==> config.mk <==
export PLATFORM = sky130hd
export DESIGN_NAME = uart_rx_flat
export DESIGN_NICKNAME = d
export VERILOG_FILES = /design/src/rtl/uart_rx_if.sv /design/src/rtl/uart_rx.sv /design/src/flat_wrapper.sv
export SDC_FILE = /design/constraint.sdc
export NUM_CORES = 1
export LEC_CHECK = 0
export BUFFER_PORTS_ARGS = -buffer_cell sky130_fd_sc_hd__buf_2
export CAP_MARGIN = 40
export CORE_MARGIN = 2
export CORE_UTILIZATION = 50
export CTS_CLUSTER_SIZE = 40
export DETAILED_ROUTE_END_ITERATION = 10
export PLACE_DENSITY = 0.69
export SYNTH_ARGS = -nofsm -noshare
export SYNTH_HDL_FRONTEND = slang
export SYNTH_SLANG_ARGS = --single-unit
==> constraint.sdc <==
create_clock -name CLK -period 3.7 [get_ports CLK]
set_clock_uncertainty 0.05 [all_clocks]
set_input_delay 0.74 -clock CLK [delete_from_list [all_inputs] [get_ports CLK]]
set_output_delay 0.74 -clock CLK [all_outputs]
set_load 0.01 [all_outputs]
==> src/rtl/uart_rx_if.sv <==
`default_nettype none
// ============================================================================
// Module      : uart_rx_if
// Description : Serial line, frame configuration and result strobes that
//               connect a UART receiver to its user.
// Revision    : 1.0 - initial release
// ============================================================================
interface uart_rx_if #(
  parameter int DATA_WIDTH = 8,
  parameter int PRESCALE_W = 6
);
  logic                  RX_IN;
  logic                  PAR_EN;
  logic                  PAR_TYP;
  logic [PRESCALE_W-1:0] Prescale;
  logic [DATA_WIDTH-1:0] P_DATA;
  logic                  data_valid;
  logic                  par_err;
  logic                  stop_err;

  // User side: drives the line and configuration, consumes results.
  modport master (
    output RX_IN, PAR_EN, PAR_TYP, Prescale,
    input  P_DATA, data_valid, par_err, stop_err
  );

  // Receiver side.
  modport slave (
    input  RX_IN, PAR_EN, PAR_TYP, Prescale,
    output P_DATA, data_valid, par_err, stop_err
  );
endinterface
`default_nettype wire

==> src/rtl/uart_rx.sv <==
`default_nettype none
// ============================================================================
// Module      : uart_rx
// Description : Oversampling UART receiver. Start bit, DATA_WIDTH data bits
//               LSB first, optional parity bit, one stop bit. Each bit is a
//               majority vote of three mid-bit samples.
// Revision    : 1.0 - initial release
// ============================================================================
module uart_rx #(
  parameter int DATA_WIDTH = 8,
  parameter int PRESCALE_W = 6
) (
  input  logic     CLK,
  input  logic     RST,
  uart_rx_if.slave rx_if
);

  localparam int                    BIT_W    = (DATA_WIDTH > 1) ? $clog2(DATA_WIDTH) : 1;
  localparam logic [BIT_W-1:0]      LAST_BIT = BIT_W'(DATA_WIDTH - 1);
  localparam logic [PRESCALE_W-1:0] P_ONE    = PRESCALE_W'(1);

  typedef enum logic [2:0] {
    IDLE   = 3'd0,
    START  = 3'd1,
    DATA   = 3'd2,
    PARITY = 3'd3,
    STOP   = 3'd4
  } state_t;

  state_t                state_q, state_d;
  logic [PRESCALE_W-1:0] edge_q, edge_d;
  logic [PRESCALE_W-1:0] presc_q, presc_d;
  logic [BIT_W-1:0]      bit_q, bit_d;
  logic                  par_en_q, par_en_d;
  logic                  par_typ_q, par_typ_d;
  logic [DATA_WIDTH-1:0] shift_q, shift_d;
  logic [DATA_WIDTH-1:0] pdata_q, pdata_d;
  logic [1:0]            samp_q, samp_d;     // captures at P/2-1 and P/2
  logic                  vbit_q, vbit_d;     // voted value of the current bit
  logic                  perr_q, perr_d;     // parity error seen in this frame
  logic                  armed_q, armed_d;   // line seen idle since reset
  logic                  dv_q, dv_d;
  logic                  pe_q, pe_d;
  logic                  se_q, se_d;

  logic [PRESCALE_W-1:0] half_pt;
  logic                  at_lo, at_mid, at_hi, at_last;
  logic                  vote;

  // Sample points within a bit, derived from the prescale latched at start.
  assign half_pt = presc_q >> 1;
  assign at_lo   = (edge_q == half_pt - P_ONE);
  assign at_mid  = (edge_q == half_pt);
  assign at_hi   = (edge_q == half_pt + P_ONE);
  assign at_last = (edge_q == presc_q - P_ONE);

  // Third sample is the live line value; majority is resolved at P/2+1.
  assign vote = (samp_q[0] & samp_q[1]) | (samp_q[0] & rx_if.RX_IN) | (samp_q[1] & rx_if.RX_IN);

  assign rx_if.P_DATA     = pdata_q;
  assign rx_if.data_valid = dv_q;
  assign rx_if.par_err    = pe_q;
  assign rx_if.stop_err   = se_q;

  // FSM state register.
  always_ff @(posedge CLK or negedge RST) begin
    if (!RST) state_q <= IDLE;
    else      state_q <= state_d;
  end

  // Counters, sampling, shift register and registered result strobes.
  always_ff @(posedge CLK or negedge RST) begin
    if (!RST) begin
      edge_q    <= '0;
      presc_q   <= '0;
      bit_q     <= '0;
      par_en_q  <= 1'b0;
      par_typ_q <= 1'b0;
      shift_q   <= '0;
      pdata_q   <= '0;
      samp_q    <= '0;
      vbit_q    <= 1'b0;
      perr_q    <= 1'b0;
      armed_q   <= 1'b0;
      dv_q      <= 1'b0;
      pe_q      <= 1'b0;
      se_q      <= 1'b0;
    end else begin
      edge_q    <= edge_d;
      presc_q   <= presc_d;
      bit_q     <= bit_d;
      par_en_q  <= par_en_d;
      par_typ_q <= par_typ_d;
      shift_q   <= shift_d;
      pdata_q   <= pdata_d;
      samp_q    <= samp_d;
      vbit_q    <= vbit_d;
      perr_q    <= perr_d;
      armed_q   <= armed_d;
      dv_q      <= dv_d;
      pe_q      <= pe_d;
      se_q      <= se_d;
    end
  end

  // Next-state and datapath decode.
  always_comb begin
    state_d   = state_q;
    edge_d    = edge_q;
    presc_d   = presc_q;
    bit_d     = bit_q;
    par_en_d  = par_en_q;
    par_typ_d = par_typ_q;
    shift_d   = shift_q;
    pdata_d   = pdata_q;
    samp_d    = samp_q;
    vbit_d    = vbit_q;
    perr_d    = perr_q;
    armed_d   = armed_q | rx_if.RX_IN;
    dv_d      = 1'b0;
    pe_d      = 1'b0;
    se_d      = 1'b0;

    // Bit timing is common to every in-frame state.
    if (state_q != IDLE) begin
      edge_d = at_last ? '0 : edge_q + P_ONE;
      if (at_lo)  samp_d[0] = rx_if.RX_IN;
      if (at_mid) samp_d[1] = rx_if.RX_IN;
      if (at_hi)  vbit_d    = vote;
    end

    unique case (state_q)
      IDLE: begin
        // This cycle is edge 0 of the start bit, so the next one is edge 1.
        if (!rx_if.RX_IN && armed_q) begin
          state_d   = START;
          edge_d    = P_ONE;
          presc_d   = rx_if.Prescale;
          par_en_d  = rx_if.PAR_EN;
          par_typ_d = rx_if.PAR_TYP;
          bit_d     = '0;
          perr_d    = 1'b0;
        end
      end

      START: begin
        if (at_hi && vote) begin
          state_d = IDLE;     // glitch, not a real start bit
          edge_d  = '0;
        end else if (at_last) begin
          state_d = DATA;
        end
      end

      DATA: begin
        if (at_hi) begin
          shift_d                 = shift_q >> 1;
          shift_d[DATA_WIDTH-1]   = vote;
        end
        if (at_last) begin
          if (bit_q == LAST_BIT) begin
            bit_d   = '0;
            state_d = par_en_q ? PARITY : STOP;
          end else begin
            bit_d = bit_q + BIT_W'(1);
          end
        end
      end

      PARITY: begin
        if (at_hi) perr_d = (vote != ((^shift_q) ^ par_typ_q));
        if (at_last) begin
          pe_d    = perr_q;
          state_d = STOP;
        end
      end

      STOP: begin
        if (at_last) begin
          state_d = IDLE;
          if (!vbit_q) begin
            se_d = 1'b1;
          end else if (!perr_q) begin
            dv_d    = 1'b1;
            pdata_d = shift_q;
          end
        end
      end

      default: begin
        state_d = IDLE;
        edge_d  = '0;
      end
    endcase
  end

endmodule
`default_nettype wire
==> src/flat_wrapper.sv <==
// flat-port wrapper written by rule: the top's interface ports become plain ports
module uart_rx_flat 
#(
  parameter int DATA_WIDTH = 8,
  parameter int PRESCALE_W = 6
)
  (CLK, RST, rx_if_RX_IN, rx_if_PAR_EN, rx_if_PAR_TYP, rx_if_Prescale, rx_if_P_DATA, rx_if_data_valid, rx_if_par_err, rx_if_stop_err);
  uart_rx_if #(.DATA_WIDTH(DATA_WIDTH), .PRESCALE_W(PRESCALE_W)) rx_if_i ();
  input  logic CLK;
  input  logic RST;
  input wire logic [$bits(rx_if_i.RX_IN)-1:0] rx_if_RX_IN;
  input wire logic [$bits(rx_if_i.PAR_EN)-1:0] rx_if_PAR_EN;
  input wire logic [$bits(rx_if_i.PAR_TYP)-1:0] rx_if_PAR_TYP;
  input wire logic [$bits(rx_if_i.Prescale)-1:0] rx_if_Prescale;
  output wire logic [$bits(rx_if_i.P_DATA)-1:0] rx_if_P_DATA;
  output wire logic [$bits(rx_if_i.data_valid)-1:0] rx_if_data_valid;
  output wire logic [$bits(rx_if_i.par_err)-1:0] rx_if_par_err;
  output wire logic [$bits(rx_if_i.stop_err)-1:0] rx_if_stop_err;
  assign rx_if_i.RX_IN = rx_if_RX_IN;
  assign rx_if_i.PAR_EN = rx_if_PAR_EN;
  assign rx_if_i.PAR_TYP = rx_if_PAR_TYP;
  assign rx_if_i.Prescale = rx_if_Prescale;
  assign rx_if_P_DATA = rx_if_i.P_DATA;
  assign rx_if_data_valid = rx_if_i.data_valid;
  assign rx_if_par_err = rx_if_i.par_err;
  assign rx_if_stop_err = rx_if_i.stop_err;
  uart_rx #(.DATA_WIDTH(DATA_WIDTH), .PRESCALE_W(PRESCALE_W)) u_core (.CLK(CLK), .RST(RST), .rx_if(rx_if_i));
endmodule
# After elaboration in Yosys (flattened, before gate mapping)
# Index checks and enable logic that the tools add are counted.
[classes] n_reduce_logical=18 bitwise_logic=8 addsub=5 n_mul=0 mux=30 shifts=0 div=0 n_lt_le_gt_ge=0 eq_ne=17
[op_table] op="two-way mux 3 bit" n=11
[op_table] op="two-way mux 6 bit" n=4
[op_table] op="equality test 6 bit" n=3
[op_table] op="case mux 6 bit (3 select lines)" n=1
[op_table] op="case mux 3 bit (5 select lines)" n=1
[op_table] op="inequality test 2 x 1 -> 1 bit, second input constant" n=6
[op_table] op="two-way mux 1 bit" n=11
[op_table] op="AND reduction 2 bit" n=5
[op_table] op="XOR reduction 8 bit" n=1
[op_table] op="adder 5 x 1 -> 6 bit, second input constant" n=1
[op_table] op="adder 6 x 1 -> 6 bit, second input constant" n=1
[op_table] op="equality test 3 x 2 -> 1 bit, second input constant" n=2
[op_table] op="equality test 3 bit, second input constant" n=2
[op_table] op="equality test 6 x 5 -> 1 bit" n=1
[op_table] op="case mux 3 bit (2 select lines)" n=1
[op_table] op="AND reduction 3 bit" n=2
[op_table] op="AND reduction 6 bit" n=1
[op_table] op="subtractor 5 x 1 -> 6 bit, second input constant" n=1
[op_table] op="subtractor 6 x 1 -> 6 bit, second input constant" n=1
[op_table] op="AND reduction 4 bit" n=1
[op_table] op="nonzero test 2 bit" n=2
[op_table] op="adder 3 x 1 -> 3 bit, second input constant" n=1
[op_table] op="bitwise AND 1 bit" n=3
[op_table] op="equality test 3 x 1 -> 1 bit, second input constant" n=1
[op_table] op="11 further kinds" n=14
[totals] memories=0 input_bits=11 register_bits=44 ramBits=0 out_inout_bits=11 elab_cells=94 mem_bits_ro=0 latch_bits=0

# Depth between registers and ports, before layout
# Gate-level depths: netlist of run 1.
[depth] word_depth=6 ltp_mapped=11 mapped_depth_nobuf=8

# Worst setup path before layout of run 1
# Ideal clock, no wire load.
[synth_path] kind="register to register" from="register u_core.presc_q[1]" to="register u_core.pdata_q[0], in the netlist u_core.rx_if.P_DATA[0]" setup_time_ns=0.125 arrival_ns=2.707 path_buffers=2 path_slack_ns=0.818 synth_period_minus_slack_ns=2.882 stages_incl_launch_ff=11 required_ns=3.525 cell_sequence="dfrtp_1 -> inv_1 -> ha_1 -> xnor2_1 -> a311oi_2 -> o21ai_2 -> or3_1 -> buf_2 -> or4_4 -> buf_6 -> mux2_4"
[synth_via] elab_chain_cells=3
[synth_lines] item="start, declared" line="uart_rx.sv:32" text="logic [PRESCALE_W-1:0] presc_q, presc_d;"
[synth_lines] item="start signal, assigned" line="uart_rx.sv:90" text="presc_q <= presc_d;"
[synth_lines] item="subtractor 6 x 1 -> 6 bit" line="uart_rx.sv:55" text="assign at_last = (edge_q == presc_q - P_ONE);"
[synth_lines] item="equality test 6 bit" line="uart_rx.sv:55"
[synth_lines] item="AND reduction 4 bit (no source line)"
[synth_lines] item="end signal, assigned" line="uart_rx.sv:95" text="pdata_q <= pdata_d;"
[synth_lines] item="end, declared" line="uart_rx.sv:37" text="logic [DATA_WIDTH-1:0] pdata_q, pdata_d;"
# No other way between the ends.
# A chain may end at the register's enable or synchronous reset.

# Worst setup path in the final report of run 1
[layout_path] from="register u_core.presc_q[1]" to="register u_core.pdata_q[2], in the netlist u_core.rx_if.P_DATA[2]"
# Same word-level chain as after synthesis.

==> metrics.md, run 1 <==
| Metric | Value |
|---|---|
| Critical Path Fanout Max | 9 |
| Largest net degree at the start of global routing | 31 |
| Root Buffer | clkbuf_8 |
| CTS Buf Count | 5 |
| RSZ-0062 raised after global routing | no |
| Worst Setup EP | u_core.rx_if.P_DATA[2] |
| Worst Max-Slew Pin Slew | between 700 and 800 ps |
| Clk pin slew, worst setup/hold paths | 90 ps |
| Mapped Cells | 233 |
| Post-CTS Resized | 0 |
| Crit path launch type | flip-flop |
| Slew Viols, Final | 0 |
| Total number of vias | approximately 1700 |
| Clock buffer depth | 2 |
| Nature of the critical path endpoint | flip-flop |
| Final Critical Period | slightly above 3000 ps |
| Max VDD drop | ~260 uV |
| Post-route clock period utilization | 83.53% |
| H-tree depth | 2 |
| Mapped cell area | around 2500 um2 |
| I/O pins | 22 |
| Row cnt | 25 |
| Syn nets | 251 |
| Sequential element share of the synthesized area | 43.96% |
| Antenna violations before repair | 0 |
| Setup ws final | 609.4 ps |
| Grt total ovfl | 0 |
| Antenna viol nets, final | 0 |
| FF-to-FF Start | u_core.presc_q[1] |
| Setup violators final | 0 |
| Pwr Density | 334.8 nW/um2 |
| Placement Setup Slack | 633.5 ps |
| CTS tree | done |
| Most frequent cells in the layout | dfrtp_1 (44), buf_2 (21), xnor2_1 (20) |
| Iteration-0 DRC Markers | roughly 140 |
| Max Clock Freq | between 300 and 400 MHz |
| Ratio of cells with drive above 1 in the final layout | 25.50% |
| Routed WL | 4.814 mm |
| Clock sinks | 44 |
| Maxcap violations | 0 |
| Beginning of the critical path | u_core.presc_q[1] |
| Slew headroom | 50.58% |
| WP data arrival | 3220 ps |
| Predominant post-synthesis flop cell | dfrtp_1 |
| Total negative slack | 0 ps |
| CORE AREA | between 4000 and 5000 um2 |
| Ys Warns | 0 |
| Hold Buf Count CTS | 0 |
| Worst reg2reg path depth | 8 |
| GPL Wtd Cong | 0.8481 |
| Multi-input gate area | 1306 um2 |
| Synth Register Bits | 44 |
| Antenna diodes | 0 |
| Via density | 5.456 |
| Detailed-router iteration count before antenna repair | 4 |
| First-pass GRT wire length | 8.059 mm |
| Setup Fix Bufs, Post-CTS | 0 |
| Clk_lat worst skew | 300 ps |
| Commonest non-fill, non-tap cell in the layout | dfrtp_1 |
| Yosys cell types | 44 |
| Fillers | 411 |
| Die footprint | roughly 5600 um2 |
| Asr flop ratio synth | 100.0% |
| Reg2Reg Capture Point | u_core.rx_if.P_DATA[2] |
| Width of the die | ~75 um |
| Register Area | between 1000 and 1500 um2 |
| Area growth syn-to-layout | 11.09% |
| # DRC | 0 |
| Dpl hpwl | about 3.4 mm |
| Post-synth EDFFs | 0 |
| Initial Util | 52.34% |
| Lkg Pwr | 1.305 nW |
| Outcome | finished, final reports clean |
| Top cell type's share of synthesized area | 43.96% |
| Top post-synthesis cells by area | dfrtp_1 (44%), mux2_2 (8.5%), xnor2_1 (7.0%), mux2_4 (4.8%), xor2_1 (4.2%) |
| Area leader, netlist | dfrtp_1 |
| Total track usage | 19.26% |
| Worst path required time | 3830 ps |
| Port Buffers | 21 |
| Vias in the first global route | 1672 |
| Critical setup path kind | flip-flop to flip-flop |
| Syn avg cell area | around 11 um2 |
| Hold Vio Cnt, Final | 0 |
| Avg WL per Cell | 15.14 um |
| Die height | 74.78 um |
| NumNets Final | between 200 and 300 |
| Hold Crit Class | input pin to async pin |
| Reg2Reg Setup Slack | 610 ps |
==> stage by stage <==
stage	utilization (%)	instances	cell area [um2]	hold WS, ps	total power [W]
CTS	58.14	318	2783	289.4	0.0009443
finish	58.14	318	2783	279.2	0.0009316
detailed placement	55.45	311	2654	381.3	0.0005143
global placement	55.03	310	2634	381.4	0.0005114
floorplan	-	233	2505	362.2	0.0004954
global route	58.14	318	2783	297.3	0.0009639
==> critical path, cell delays in order (launching register included) <==
cell	delay (ps)
dfrtp_1	470
inv_1	120
ha_1	300
xnor2_1	140
a311oi_2	260
o21ai_2	120
or3_1	520
or4_4	650
mux2_4	340
==> cell families (layout without fill, tap and decap cells) <==
kind of cell / count (synthesis) / in the layout / share of synthesized area (%)
simple gates: 71 / 71 / 15.74
flops: 44 / 44 / 43.96
xor+xnor: 32 / 32 / 11.19
mux: 30 / 30 / 14.54
compound gates: 28 / 28 / 7.193
buf+inv: 21 / 39 / 3.896
fa+ha+maj: 7 / 7 / 3.496
==> registers in the layout, summed over array words and instances (netlist names) <==
register                 count
u_core.vbit_q                1
u_core.bit_q                 3
u_core.rx_if.P_DATA          8
u_core.rx_if.par_err         1
u_core.perr_q                1
u_core.edge_q                6
u_core.rx_if.stop_err        1
u_core.par_en_q              1
u_core.shift_q               8
u_core.armed_q               1
u_core.rx_if.data_valid      1
u_core.presc_q               6
u_core.samp_q                2
u_core.state_q               3
u_core.par_typ_q             1
==> routing by layer <==
layer | GRT usage [%] | up-vias | part of all wire, %
li1 | - | 851 | -
met1 | 27.10 | 834 | 49
met2 | 29.30 | 43 | 46
met3 | 5.087 | 7 | 3.8
met4 | 6.151 | 0 | 1.5
met5 | 0 | - | 0
==> layout make-up <==
type | instances | share of cell area [%]
well taps | 67 | 3.013
clock buffers | 5 | 2.473
flip-flops and latches | 44 | 39.57
clock inverters | 2 | 2.158
inverters | 10 | 1.349
repair buffers | 22 | 4.496
multi-input cells | 168 | 46.94
==> power by group <==
| part | total (W) | switching (W) | internal (W) |
|---|---|---|---|
| registers | 0.000481 | 0.000000557 | 0.000481 |
| clock network | 0.000428 | 0.000162 | 0.000266 |
| logic | 0.0000223 | 0.0000143 | 0.00000806 |
==> how the worst min path moves through the flow <==
stage / cells after the start / slack [ps] / end / start
final: 1 / 280 / u_core.par_en_q / RST
after global routing: 1 / 300 / u_core.rx_if.P_DATA[6] / RST
after CTS: 1 / 290 / u_core.par_en_q / RST
after detailed placement: 1 / 380 / u_core.rx_if.stop_err / u_core.vbit_q
after global placement: 1 / 380 / u_core.rx_if.stop_err / u_core.vbit_q
after floorplan: 1 / 360 / u_core.rx_if.stop_err / u_core.vbit_q
==> cell usage after synthesis, types with 2 or more instances <==
| cell type | number |
|---|---|
| dfrtp_1 | 44 |
| xnor2_1 | 20 |
| mux2_2 | 19 |
| nand2_1 | 15 |
| xor2_1 | 12 |
| inv_1 | 10 |
| nor2_1 | 10 |
| nor3_1 | 10 |
| o21ai_0 | 10 |
| mux2_4 | 8 |
| a21oi_1 | 7 |
| ha_1 | 7 |
| nand3_1 | 6 |
| or3_1 | 6 |
| buf_2 | 5 |
| nor4_1 | 4 |
| mux2i_1 | 3 |
| nand4_1 | 3 |
| nor4b_1 | 3 |
| a31oi_1 | 2 |
| and3_1 | 2 |
| clkbuf_1 | 2 |
| nor2b_1 | 2 |
| o21a_1 | 2 |
| or2_2 | 2 |
Note: power is estimated with default switching activity, not from simulation.
==> run 2: changes to the inputs <==
--- a/config.mk
+++ b/config.mk
@@ -5,6 +5,7 @@
 export SDC_FILE = /design/constraint.sdc
 export NUM_CORES = 1
 export LEC_CHECK = 0
+export ABC_AREA = 1
 export BUFFER_PORTS_ARGS = -buffer_cell sky130_fd_sc_hd__buf_2
 export CAP_MARGIN = 40
 export CORE_MARGIN = 2
==> constraint.sdc (replaced) <==
create_clock -name CLK -period 3.2 [get_ports CLK]
set_clock_uncertainty 0.05 [all_clocks]
set_input_delay 0.64 -clock CLK [delete_from_list [all_inputs] [get_ports CLK]]
set_output_delay 0.64 -clock CLK [all_outputs]
set_load 0.01 [all_outputs]
==> run 2 against run 1 <==
- worst setup slack better by 390 ps
- cell area increased by 2.5%
- critical path depth rose by 4
- core utilization grew 1.1 points
- largest power group is now combinational logic
==> metrics.md, run 2 <==
| Metric | Value |
|---|---|
| Outcome | finished, final reports clean |
| # DRC | 0 (unchanged) |
| Maxcap violations | 0 (unchanged) |
| Commonest non-fill, non-tap cell in the layout | nand2_1 |
| Top cell type's share of synthesized area | 43.24% (-0.71 points) |
| Crit-path slowest cell | dfrtp_1 |
| Via density | 4.859 (-11%) |
| Post-CTS Resized | 0 (unchanged) |
| Grt total ovfl | 0 (unchanged) |
| Mapped cell area | 2546 um2 (+1.6%) |
| NumNets Final | 376 (+40%) |
| Hold Buf Count CTS | 0 (unchanged) |
| Hold Vio Cnt, Final | 0 (unchanged) |
| Slew headroom | 63.86% (+13 points) |
| Lkg Pwr | 1.467 nW (+12%) |
| Syn avg cell area | 7.669 um2 (-29%) |
| Initial Util | 52.86% (+0.52 points) |
| Final Critical Period | 2201 ps (-890.0 ps) |
| Post-route clock period utilization | 68.77% (-15 points) |
| Yosys cell types | 28 (-36%) |
| Switching Share | 44.72% (+26 points) |
| Setup Fix Bufs, Post-CTS | 0 (unchanged) |
| Total number of vias | 2070 (+19%) |
| CTS tree | done |
| I/O pins | 22 (unchanged) |
| GPL Wtd Cong | 0.9349 (+10%) |
| Sequential share of power | 35.2% (-16 points) |
| Syn nets | 350 (+39%) |
| Crit path launch type | flip-flop |
| WP data arrival | 2350 ps (-870 ps) |
| Asr flop ratio synth | 100.0% (unchanged) |
| Row cnt | 25 (unchanged) |
| Largest net degree at the start of global routing | 24 (-23%) |
| Predominant post-synthesis flop cell | dfrtp_1 |
| Root Buffer | clkbuf_8 |
| Clk pin slew, worst setup/hold paths | 90 ps (about the same) |
| Vias in the first global route | 1963 (+17%) |
| Mapped Cells | 332 (+42%) |
| Clock buffer depth | 2 (unchanged) |
| CP cell instances | inv_1 -> ha_1 -> nand2_1 -> nand2_1 -> nor2_1 -> nand2_1 -> nor2_2 -> nand3_4 -> clkinv_2 -> nand3_4 -> nand2_1 -> o21ai_2 |
| Antenna diodes | 0 (unchanged) |
| Slew Viols, Final | 0 (unchanged) |
| Synth Register Bits | 44 (unchanged) |
| Port Buffers | 21 (unchanged) |
| Iteration-0 DRC Markers | 106 (-23%) |
| Avg WL per Cell | 11.80 um (-22%) |
| Total track usage | 20.62% (+1.4 points) |
| Critical setup path kind | flip-flop to flip-flop |
| Switching pwr | 0.001037 W (+490%) |
| Die footprint | 5679 um2 (+1.6%) |
| Clk_lat worst skew | 300 ps (about the same) |
| Largest stage delay, worst path | 420 ps (-230 ps) |
| Hold slack | 255.0 ps (-24.18 ps) |
| Die height | 75.36 um (+0.78%) |
| Antenna viol nets, final | 0 (unchanged) |
| Clock sinks | 44 (unchanged) |
| Max Clock Freq | 454.4 MHz (+40%) |
| CTS Buf Count | 5 (unchanged) |
| Total negative slack | 0 ps (unchanged) |
| Ratio of cells with drive above 1 in the final layout | 15.60% (-9.9 points) |
| Most common cell in the netlist | nand2_1 |
| Worst path required time | 3350 ps (-480 ps) |
| H-tree depth | 2 (unchanged) |
| Most frequent cells in the layout | nand2_1 (99), dfrtp_1 (44), inv_1 (39) |
| Most frequent cells after synthesis | nand2_1 (99), dfrtp_1 (44), inv_1 (39) |
| Area leader, netlist | dfrtp_1 |
| Top post-synthesis cells by area | dfrtp_1 (43%), nand2_1 (15%), inv_1 (5.7%), nor2_1 (5.2%), xor2_1 (3.8%) |
| Hold Crit Class | input pin to async pin |
| Max VDD drop | 478.5 uV (+86%) |
| Post-synth EDFFs | 0 (unchanged) |
| Pwr Density | 813.3 nW/um2 (+140%) |
| Detailed-router iteration count before antenna repair | 4 (unchanged) |
| Worst Max-Slew Pin Slew | 540.8 ps (-194.9 ps) |
| Worst reg2reg path depth | 12 (+4) |
| CORE AREA | 4817 um2 (+0.65%) |
| Setup violators final | 0 (unchanged) |
| Comb pwr share | 46.0% (+44 points) |
| Ys Warns | 0 (unchanged) |
| Pint | 0.001282 W (+70%) |
| First-pass GRT wire length | 8.914 mm (+11%) |
| Fillers | 479 (+17%) |
| Sequential element share of the synthesized area | 43.24% (-0.71 points) |
| Cell repeated most along the worst path | nand2_1 |
| Nature of the critical path endpoint | flip-flop |
| Area growth syn-to-layout | 11.99% |
| Width of the die | 75.36 um (+0.78%) |
| Routed WL | 5.027 mm (+4.4%) |
| Share of total power in the clock network | 18.8% (-27 points) |
| Antenna violations before repair | 0 (unchanged) |
| Critical Path Fanout Max | 17 (+8) |
| RSZ-0062 raised after global routing | no |
| Dpl hpwl | 3.861 mm (+12%) |
-- run 2: cell count changes in the layout (fill, tap and decap cells not counted), sizes merged, moves of 10 or more --
cell / delta
xnor2: -13
o21ai: +21
mux2: -27
nor2: +29
nand2: +84
inv: +38
nand3: +10
-- run 2: per-stage QoR --
step	instances	total power (W)	setup slack, ps	utilization, %	area [um2]
after CTS	426	0.002326	1013	59.19	2851
after floorplan	332	0.001646	1314	-	2546
after global routing	426	0.002535	806.3	59.19	2851
after detailed placement	418	0.001884	1029	56.81	2736
final	426	0.002319	999.4	59.19	2851
after global placement	417	0.001857	1059	56.23	2709
-- run 2: cell families (layout without fill, tap and decap cells) --
family	Yosys count	in the layout	share of synthesized area, %
AO/OA/AOI/OAI	45	45	10.57
XOR/XNOR	18	18	6.192
adder cells (fa/ha/maj)	7	7	3.440
buffers and inverters	52	79	8.304
flip-flops	44	44	43.24
AND/OR/NAND/NOR	166	166	28.26
-- run 2: power groups by stage --
| stage | clock network, W | registers (W) | logic [W] |
|---|---|---|---|
| after floorplan | 0 | 0.000787 | 0.000859 |
| after global placement | 0 | 0.000819 | 0.00104 |
| after detailed placement | 0 | 0.000820 | 0.00106 |
| after CTS | 0.000447 | 0.000812 | 0.00107 |
| after global routing | 0.000474 | 0.000830 | 0.00123 |
| final | 0.000435 | 0.000817 | 0.00107 |
-- run 2: routing by layer --
layer | track usage, % | up-vias | routed length (um)
met2 | 29.66 | 39 | 2118
met5 | 0 | - | 0
li1 | - | 1094 | -
met3 | 3.968 | 7 | 185
met1 | 31.46 | 930 | 2666
met4 | 6.433 | 0 | 57
-- run 2: path summary, 6_finish.rpt --
check | startpoint | to | slack [ps]
hold reg to reg | u_core.armed_q | u_core.armed_q | 410
setup / recovery | u_core.presc_q[1] | u_core.rx_if.P_DATA[0] | 1000
min in group CLK | u_core.armed_q | u_core.armed_q | 410
max in group asynchronous | RST | u_core.rx_if.P_DATA[7] | 2350
hold / removal | RST | u_core.state_q[1] | 260
setup reg to reg | u_core.presc_q[1] | u_core.rx_if.P_DATA[0] | 1000
-- run 2: layout make-up --
class | instances | area, um2 | share of cell area [%]
clock buffer | 5 | 68.82 | 2.413
clock inverter | 3 | 46.29 | 1.624
inverter | 49 | 185.2 | 6.494
multi-input combinational | 236 | 1234 | 43.26
sequential | 44 | 1101 | 38.61
tap | 67 | 83.83 | 2.940
timing repair buffer | 22 | 132.6 | 4.651
-- run 2: worst max-delay path, delay by kind of cell, from the launching register on --
kind,cells,cell delay (ps)
buffers and inverters,2,280
AND/OR/NAND/NOR,8,990
adder cells (fa/ha/maj),1,280
AO/OA/AOI/OAI,1,60
flip-flops,1,420
==> run 3: changes to the inputs <==
==> constraint.sdc (replaced) <==
create_clock -name CLK -period 2.2 [get_ports CLK]
set_clock_uncertainty 0.05 [all_clocks]
set_input_delay 0.44 -clock CLK [delete_from_list [all_inputs] [get_ports CLK]]
set_output_delay 0.44 -clock CLK [all_outputs]
set_load 0.01 [all_outputs]
==> run 3 against run 2 <==
- total power up 46%
- critical path depth up 1
- register-to-register slack worse by 840 ps
- flip-flop and latch count did not move
- fmax rose by 7.7%
- core utilization rose by 1.1 points
- non-clock buffer count up 4
- clock power increased by 24%
- worst hold slack lost 200 ps
- count of clock-buffer cells in the layout is 2 higher
- combinational power is 55% higher
- critical endpoint is now u_core.rx_if.data_valid
- largest power group unchanged
==> metrics.md, run 3 (same netlist as run 2, synthesis figures left out) <==
| Metric | Value |
|---|---|
| Worst Path Buf+Inv | 5 (+3) |
| RSZ-0062 raised after global routing | yes |
| CTS tree | done |
| Worst reg2reg path depth | 13 (+1) |
| H-tree depth | 2 (unchanged) |
| Crit-path slowest cell | dfrtp_1 |
| Iteration-0 DRC Markers | 129 (+22%) |
| CP cell instances | inv_2 -> ha_1 -> inv_1 -> nand2_1 -> nand2_1 -> nor2_1 -> nand2_1 -> nor2_2 -> nand3_4 -> clkinv_2 -> nand3_4 -> buf_4 -> inv_2 |
| CP delay by family, top | simple AND/OR/NAND/NOR gates |
| Final Power | 0.003388 W (+46%) |
| Cell repeated most along the worst path | nand2_1 |
| I/O pins | 22 (unchanged) |
| Fin area | 2904 um2 (+1.8%) |
| Setup violators final | 0 (unchanged) |
| Fillers | 461 (-3.8%) |
| Reg2Reg Setup Slack | 160 ps (-840 ps) |
| Slew Viols, Final | 0 (unchanged) |
| Nature of the critical path endpoint | flip-flop |
| Critical Path Fanout Max | 9 (-8) |
| Die footprint | 5679 um2 (unchanged) |
| Root Buffer | clkbuf_8 |
| Ratio of cells with drive above 1 in the final layout | 17.03% (+1.4 points) |
| CP Depth | 13 (+1) |
| Routed WL | 5.490 mm (+9.2%) |
| Clock sinks | 44 (unchanged) |
| Worst path required time | 2390 ps (-960 ps) |
| FF-to-FF Start | u_core.presc_q[1] |
| Grt total ovfl | 0 (unchanged) |
| Antenna diodes | 0 (unchanged) |
| Die height | 75.36 um (unchanged) |
| Outcome | finished, final reports clean |
| Crit path launch type | flip-flop |
| Reg2Reg Capture Point | u_core.rx_if.data_valid |
| CTS Buf Count | 5 (unchanged) |
| Maxcap violations | 0 (unchanged) |
| Antenna violations before repair | 0 (unchanged) |
| Port Buffers | 21 (unchanged) |
| Clock buffer depth | 2 (unchanged) |
| # DRC | 0 (unchanged) |
| Slew headroom | 60.00% (-3.9 points) |
| WP data arrival | 2240 ps (-110 ps) |
| Area growth syn-to-layout | 14.05% |
| Initial Util | 52.86% (unchanged) |
| Total number of vias | 2216 (+7.1%) |
| Avg WL per Cell | 12.74 um (+7.9%) |
| Hold Buf Count CTS | 0 (unchanged) |
| GPL Wtd Cong | 0.9593 (+2.6%) |
| Dpl hpwl | 3.929 mm (+1.8%) |
| Largest stage delay, worst path | 410 ps (about the same) |
| Beginning of the critical path | u_core.presc_q[1] |
| Detailed-router iteration count before antenna repair | 4 (unchanged) |
| Max Clock Freq | 489.5 MHz (+7.7%) |
| Clk pin slew, worst setup/hold paths | 90 ps (about the same) |
| Commonest non-fill, non-tap cell in the layout | nand2_1 |
| CORE AREA | 4817 um2 (unchanged) |
| Width of the die | 75.36 um (unchanged) |
| Largest net degree at the start of global routing | 24 (unchanged) |
| Util after Layout | 60.29% (+1.1 points) |
| NumNets Final | 381 (+1.3%) |
| Lkg Pwr | 1.483 nW (+1.1%) |
| Critical setup path kind | flip-flop to flip-flop |
| Multi-input gate area | 1272 um2 (+3.1%) |
| Register Area | 1101 um2 (unchanged) |
| Hold slack | 59.02 ps (-196.0 ps) |
| Hold Crit Class | input pin to async pin |
| Clk_lat worst skew | 300 ps (about the same) |
| Placed instance area | 2736 um2 (unchanged) |
| Post-route clock period utilization | 92.86% (+24 points) |
| Max VDD drop | 633.4 uV (+32%) |
| Pwr Density | 1167 nW/um2 (+43%) |
| Antenna viol nets, final | 0 (unchanged) |
| Total track usage | 20.89% (+0.27 points) |
| Via density | 5.142 (+5.8%) |
| Hold Vio Cnt, Final | 0 (unchanged) |
| Row cnt | 25 (unchanged) |
| Placed cell count | 419 (+0.24%) |
| Vias in the first global route | 1973 (+0.51%) |
| Most frequent cells in the layout | nand2_1 (98), dfrtp_1 (44), inv_1 (38) |
| Fin cells | 431 (+1.2%) |
| First-pass GRT wire length | 9.004 mm (+1.0%) |
| Final Critical Period | 2043 ps (-157.6 ps) |
| Worst Max-Slew Pin Slew | 597.7 ps (+56.92 ps) |
| Worst Setup EP | u_core.rx_if.data_valid |
-- run 3: worst reg2reg max path, stage by stage (launching register included) --
cell      delay [ps]
dfrtp_1          410
inv_2             90
ha_1             300
inv_1             40
nand2_1           50
nand2_1           40
nor2_1           120
nand2_1           90
nor2_2           150
nand3_4          140
clkinv_2         140
nand3_4          140
buf_4            200
inv_2             30
-- run 3: final cells by class --
cell class,count,area share (%)
clock buffers,7,2.973
clock inverters,1,0.2585
inverters,49,6.377
flip-flops and latches,44,37.91
well taps,67,2.887
multi-input cells,237,43.82
repair buffers,26,5.773
-- run 3: what timing repair did --
item                       4_1_cts  5_1_grt
setup endpoints to repair        0       26
gates resized for setup          0        6
setup buffers                    0        3
-- run 3: stage by stage --
step                      TNS (ps)  worst slack [ps]
after CTS                        0             48.50
after detailed placement         0             55.17
after global placement           0             94.88
after floorplan                  0             313.8
final                            0             157.0
after global routing        -13.50            -6.065
-- run 3: where the power goes --
| group | internal [W] | leakage, nW | switching, W |
|---|---|---|---|
| Clock | 0.000255 | 0.0445 | 0.000283 |
| Sequential | 0.000988 | 0.561 | 0.000199 |
| Combinational | 0.000572 | 0.877 | 0.00109 |
| Total | 0.00182 | 1.48 | 0.00157 |
-- run 3: worst min path at each step --
stage	start	endpoint	slack, ps	depth (start not counted)
after floorplan	RST	u_core.armed_q	90	0
after global placement	u_core.armed_q	u_core.armed_q	400	2
after detailed placement	u_core.armed_q	u_core.armed_q	400	2
after CTS	RST	u_core.edge_q[4]	70	1
after global routing	RST	u_core.edge_q[5]	110	1
final	RST	u_core.edge_q[4]	60	1
-- run 3: routing by layer --
metal | global-route usage [%] | routed length, um | up-vias
li1 | - | - | 1111
met1 | 30.52 | 2662 | 1030
met2 | 30.63 | 2466 | 67
met3 | 4.101 | 277 | 8
met4 | 8.382 | 83 | 0
met5 | 0 | 0 | -
